===== config.mk =====
export PLATFORM = sky130hd
export DESIGN_NAME = mem_arbiter
export DESIGN_NICKNAME = d
export VERILOG_FILES = /design/src/rtl/mem_arb_pkg.sv /design/src/rtl/arb_rr2.sv /design/src/rtl/mem_arbiter.sv
export SDC_FILE = /design/constraint.sdc
export NUM_CORES = 1
export LEC_CHECK = 0
export ABC_CLOCK_PERIOD_IN_PS = 72900
export BUFFER_PORTS_ARGS = -buffer_cell sky130_fd_sc_hd__buf_2
export CORE_AREA = 2 2 535 537
export CTS_BUF_LIST = sky130_fd_sc_hd__clkbuf_8
export CTS_CLUSTER_DIAMETER = 200
export DETAILED_ROUTE_END_ITERATION = 8
export DIE_AREA = 0 0 537 539
export HOLD_SLACK_MARGIN = 0.06
export PLACE_DENSITY = 0.31
export SYNTH_ARGS = -nofsm -noshare
export SYNTH_HDL_FRONTEND = slang
export SYNTH_SLANG_ARGS = --single-unit

===== constraint.sdc =====
create_clock -name clk -period 72.9 [get_ports clk]
set_input_delay 14.58 -clock clk [delete_from_list [all_inputs] [get_ports clk]]
set_output_delay 14.58 -clock clk [all_outputs]
set_load 0.02 [all_outputs]

===== src/rtl/mem_arb_pkg.sv =====
// ============================================================================
// Module : mem_arb_pkg
// Brief  : Shared types and constants for the I/D cache memory arbiter.
// Rev    : 1.0
// ============================================================================
`default_nettype none

package mem_arb_pkg;

    localparam int DEF_ADDR_W  = 32;
    localparam int DEF_BLOCK_W = 256;

    typedef enum logic [1:0] {
        IDLE  = 2'b00,
        GNT_I = 2'b01,
        GNT_D = 2'b10,
        DONE  = 2'b11
    } arb_state_e;

    localparam logic GRANT_I = 1'b0;
    localparam logic GRANT_D = 1'b1;

endpackage

`default_nettype wire


===== src/rtl/arb_rr2.sv =====
// ============================================================================
// Module : arb_rr2
// Brief  : Combinational two-way round-robin pick (bit 0 = icache, 1 = dcache).
// Rev    : 1.0
// ============================================================================
`default_nettype none

module arb_rr2
    import mem_arb_pkg::*;
(
    input  logic [1:0] req_i,
    input  logic       last_i,
    output logic       grant_o,
    output logic       valid_o
);

    always_comb begin
        valid_o = |req_i;
        grant_o = GRANT_I;
        // On a tie the requester that did not win last time takes the slot.
        if (req_i == 2'b11) begin
            grant_o = (last_i == GRANT_I) ? GRANT_D : GRANT_I;
        end else if (req_i[1]) begin
            grant_o = GRANT_D;
        end
    end

endmodule

`default_nettype wire


===== src/rtl/mem_arbiter.sv =====
// ============================================================================
// Module : mem_arbiter
// Brief  : Arbitrates I-cache refills and D-cache refills/writebacks onto one
//          main-memory port.
// Rev    : 1.0
// ============================================================================
`default_nettype none

module mem_arbiter
    import mem_arb_pkg::*;
#(
    parameter int ADDR_W  = DEF_ADDR_W,
    parameter int BLOCK_W = DEF_BLOCK_W
) (
    input  logic               clk,
    input  logic               reset,
    input  logic               ic_req,
    input  logic [ADDR_W-1:0]  ic_addr,
    output logic [BLOCK_W-1:0] ic_rdata,
    output logic               ic_done,
    input  logic               dc_req,
    input  logic               dc_we,
    input  logic [ADDR_W-1:0]  dc_addr,
    input  logic [BLOCK_W-1:0] dc_wdata,
    output logic [BLOCK_W-1:0] dc_rdata,
    output logic               dc_done,
    output logic               mem_req,
    output logic               mem_we,
    output logic [ADDR_W-1:0]  mem_addr,
    output logic [BLOCK_W-1:0] mem_wdata,
    input  logic [BLOCK_W-1:0] mem_rdata,
    input  logic               mem_ready,
    output logic               busy
);

    arb_state_e         state_q;
    logic               last_q;
    logic               mem_req_q;
    logic               mem_we_q;
    logic [ADDR_W-1:0]  mem_addr_q;
    logic [BLOCK_W-1:0] mem_wdata_q;
    logic [BLOCK_W-1:0] ic_rdata_q;
    logic [BLOCK_W-1:0] dc_rdata_q;
    logic               ic_done_q;
    logic               dc_done_q;

    logic               arb_grant;
    logic               arb_valid;

    arb_rr2 u_arb (
        .req_i   ({dc_req, ic_req}),
        .last_i  (last_q),
        .grant_o (arb_grant),
        .valid_o (arb_valid)
    );

    always_ff @(posedge clk or posedge reset) begin
        if (reset) begin
            state_q     <= IDLE;
            last_q      <= GRANT_I;
            mem_req_q   <= 1'b0;
            mem_we_q    <= 1'b0;
            mem_addr_q  <= '0;
            mem_wdata_q <= '0;
            ic_rdata_q  <= '0;
            dc_rdata_q  <= '0;
            ic_done_q   <= 1'b0;
            dc_done_q   <= 1'b0;
        end else begin
            case (state_q)
                IDLE: begin
                    if (arb_valid) begin
                        last_q    <= arb_grant;
                        mem_req_q <= 1'b1;
                        // The memory-side registers double as the granted port's copy.
                        if (arb_grant == GRANT_D) begin
                            state_q     <= GNT_D;
                            mem_addr_q  <= dc_addr;
                            mem_we_q    <= dc_we;
                            mem_wdata_q <= dc_we ? dc_wdata : '0;
                        end else begin
                            state_q     <= GNT_I;
                            mem_addr_q  <= ic_addr;
                            mem_we_q    <= 1'b0;
                            mem_wdata_q <= '0;
                        end
                    end
                end
                GNT_I: begin
                    if (mem_ready) begin
                        ic_rdata_q  <= mem_rdata;
                        ic_done_q   <= 1'b1;
                        mem_req_q   <= 1'b0;
                        mem_we_q    <= 1'b0;
                        mem_wdata_q <= '0;
                        state_q     <= DONE;
                    end
                end
                GNT_D: begin
                    if (mem_ready) begin
                        if (!mem_we_q) begin
                            dc_rdata_q <= mem_rdata;
                        end
                        dc_done_q   <= 1'b1;
                        mem_req_q   <= 1'b0;
                        mem_we_q    <= 1'b0;
                        mem_wdata_q <= '0;
                        state_q     <= DONE;
                    end
                end
                DONE: begin
                    ic_done_q <= 1'b0;
                    dc_done_q <= 1'b0;
                    state_q   <= IDLE;
                end
                default: begin
                    state_q <= IDLE;
                end
            endcase
        end
    end

    assign mem_req   = mem_req_q;
    assign mem_we    = mem_we_q;
    assign mem_addr  = mem_addr_q;
    assign mem_wdata = mem_wdata_q;
    assign ic_rdata  = ic_rdata_q;
    assign dc_rdata  = dc_rdata_q;
    assign ic_done   = ic_done_q;
    assign dc_done   = dc_done_q;
    assign busy      = (state_q != IDLE);

endmodule

`default_nettype wire

==> flow_summary.json <==
{
  "num_io_pins": 1387,
  "leakagePower_uw": 0.0216,
  "multi_input_comb_area_um2": 8870,
  "slew_violations": 0,
  "synth_top_family_by_area": "multiplexers",
  "syn_nets": 2457,
  "postCtsResizedCells": 0,
  "dp_hpwl_mm": 148,
  "cts_tree": "done",
  "path_max_fanout": 83,
  "tns_ps": 0,
  "synth_area_um2": 29800,
  "fin_crit_sh_pct": 24.4,
  "synthAdderAreaFrac_pct": 0.252,
  "final_cell_area_um2": 44600,
  "synth_top_area_cell": "dfrtp_1",
  "end_kind": "flip-flop",
  "dr_total_vias": 23500,
  "dieArea_um2": 289000,
  "syn_area_per_cell_um2": 15.9,
  "grt_usage_pct": 12.3,
  "min_period_ps": 17760,
  "synthSimpleGateAreaFrac_pct": 0.957,
  "grt_max_degree": 177,
  "crit_arrival_ps": 18610,
  "core-area_um2": 284000,
  "fmax_mhz": 56.3,
  "root_buffer": "clkbuf_8",
  "die_y_um": 539,
  "die_x_um": 537,
  "seq_area_frac_synth_pct": 67.8,
  "synth-compound-area-share_pct": 8.95,
  "relSlewSlack_pct": 1.11,
  "synth_mux_area_share_pct": 19.4,
  "cp_data_required_time_ps": 73750,
  "synth-xor-area-share_pct": 0,
  "placed_area_um2": 41000,
  "port_buffers": 1386,
  "fin_cells": 7279,
  "run_status": "completed",
  "synth_top_area_share_pct": 67.8,
  "rows": 196,
  "clock_path_buffers": 4,
  "cp_slowest_cell": "buf_4",
  "place_inst": 6920,
  "fin_worst_skew_ps": 52.5,
  "peakVddDrop_v": 0.0000295,
  "yosysUniqueCellTypes": 24,
  "clock_sinks": 807,
  "finalHoldViolCount": 0,
  "grt_overflow": 0,
  "setup_viol": 0,
  "grt_pass1_wl_mm": 240,
  "power.density_nw_per_um2": 48.2,
  "finish.utilization_pct": 15.7,
  "tightest_slew_ps": 1480,
  "worstHoldPathType": "reg -> reg",
  "h-tree-depth": 4,
  "syn_inst": 1869,
  "clk_pin_slew_ps": 60,
  "cap_violations": 0,
  "postRouteAntennaNets": 0,
  "synth.area.top_cells": "dfrtp_1 68%, mux2_2 19%, a22o_1 7.5%",
  "regArea_um2": 20200,
  "wl_mm": 186,
  "startpoint_type": "primary input",
  "antenna_found_initial": 145,
  "power_uw": 2150,
  "place_congestion": 0.936,
  "ys_warn_count": 0,
  "crit_type": "in -> reg",
  "crit_chain": "buf_2 -> nor2_1 -> a211o_4 -> buf_4 -> buf_4 -> buf_4 -> a22o_1",
  "fill_cells": 31900,
  "numCtsBuffers": 172,
  "crit_top_cell": "buf_4",
  "area_growth_syn_to_layout_pct": 49.8,
  "drt_iter0_drc": 1267,
  "drc": 0,
  "wl_per_cell_um": 25.5,
  "rsz0062_at_grt": "false",
  "postCtsSetupBuffers": 0,
  "first_global_vias": 24400,
  "dr.pass1.iters": 5,
  "vias_per_cell": 3.22,
  "max_stage_delay_ps": 900,
  "drive_gt1_share_pct": 63.2,
  "clkLatencyLatePin_ps": 930,
  "cts_hold_buf": 0,
  "ys_ff_latch": 807,
  "initial_core_util_pct": 10.5,
  "nets": 3920
}
[cell type report]
class / count / area share, %
diodes: 53 / 0.297
clock buffers: 211 / 6.51
clock inverters: 95 / 1.36
inverters: 4 / 0.0505
multi-input cells: 930 / 19.9
flip-flops and latches: 807 / 45.2
well taps: 3762 / 10.5
repair buffers: 1417 / 16.1
[Yosys cell counts (all sizes together)]
cell     number
o21ai         1
nand2        35
o2bb2ai       1
nor2         35
ha            6
clkbuf       19
nand3b        1
o22ai         2
buf         109
a211o         1
a21o          1
a21oi        70
nor2b         1
a21bo         1
inv           4
mux2        513
a31oi         1
dfrtp       807
a22o        256
a21boi        1
o21a          1
mux2i         2
nand4b        1
[report_power, final]
part	internal (µW)	switching (µW)	total, µW
combinational	312	593	905
sequential	631	100	731
clock	280	235	515
total	1220	928	2150
[per-stage QoR]
stage	hold slack (ps)	setup WS, ps
global route	505	54990
global placement	481	54110
finish	496	55140
detailed placement	485	54120
floorplan	501	35660
CTS	500	55160
[cell usage in the layout, fill, tap and decap left out, types with 4 or more instances in the layout]
| master | n |
|---|---|
| buf_2 | 1386 |
| dfrtp_1 | 807 |
| mux2_2 | 513 |
| a22o_1 | 256 |
| clkbuf_8 | 211 |
| a21oi_1 | 69 |
| inv_1 | 58 |
| diode_2 | 53 |
| nor2_1 | 35 |
| nand2_1 | 34 |
| buf_4 | 29 |
| clkinv_2 | 22 |
| ha_1 | 6 |
| inv_8 | 5 |
| bufinv_16 | 5 |
| clkinvlp_4 | 4 |
[routing by layer]
metal | GRT usage, % | vias to the layer above | part of all wire [%]
met2 | 18.9 | 1384 | 43
met5 | 0 | - | 0.39
met3 | 8.05 | 411 | 15
li1 | - | 9842 | -
met1 | 13.9 | 11700 | 38
met4 | 3.23 | 112 | 2.7
[registers in the layout (all words and copies together), names as in the netlist]
signal     count
last_q         1
mem_addr      32
mem_wdata    256
mem_we         1
dc_done        1
ic_done        1
dc_rdata     256
state_q        2
ic_rdata     256
mem_req        1
[critical path, delay by kind of cell]
kind	cells	cell delay, ps
AO/OA/AOI/OAI	2	770
buffers and inverters	4	2670
AND/OR/NAND/NOR	1	240
[path summary, 6_finish.rpt]
check	depth (start not counted)	endpoint	startpoint	slack (ps)
worst max-delay path	7	mem_wdata[236]$_DFFE_PP0P_	ic_req	55140
worst min-delay path	1	ic_rdata[63]$_DFFE_PP0P_	ic_rdata[63]$_DFFE_PP0P_	500
worst max register to register	8	mem_wdata[236]$_DFFE_PP0P_	state_q[0]$_DFFE_PP0P_	68050
worst min register to register	1	ic_rdata[63]$_DFFE_PP0P_	ic_rdata[63]$_DFFE_PP0P_	500
max in group asynchronous	5	dc_rdata[111]$_DFFE_PP0P_	reset	56130
min in group asynchronous	2	dc_rdata[159]$_DFFE_PP0P_	reset	13840
[cell families after synthesis]
group,Yosys count
simple gates,73
mux,515
buf+inv,132
compound gates,336
fa+ha+maj,6
flops,807
(Power assumes the default switching activity.)
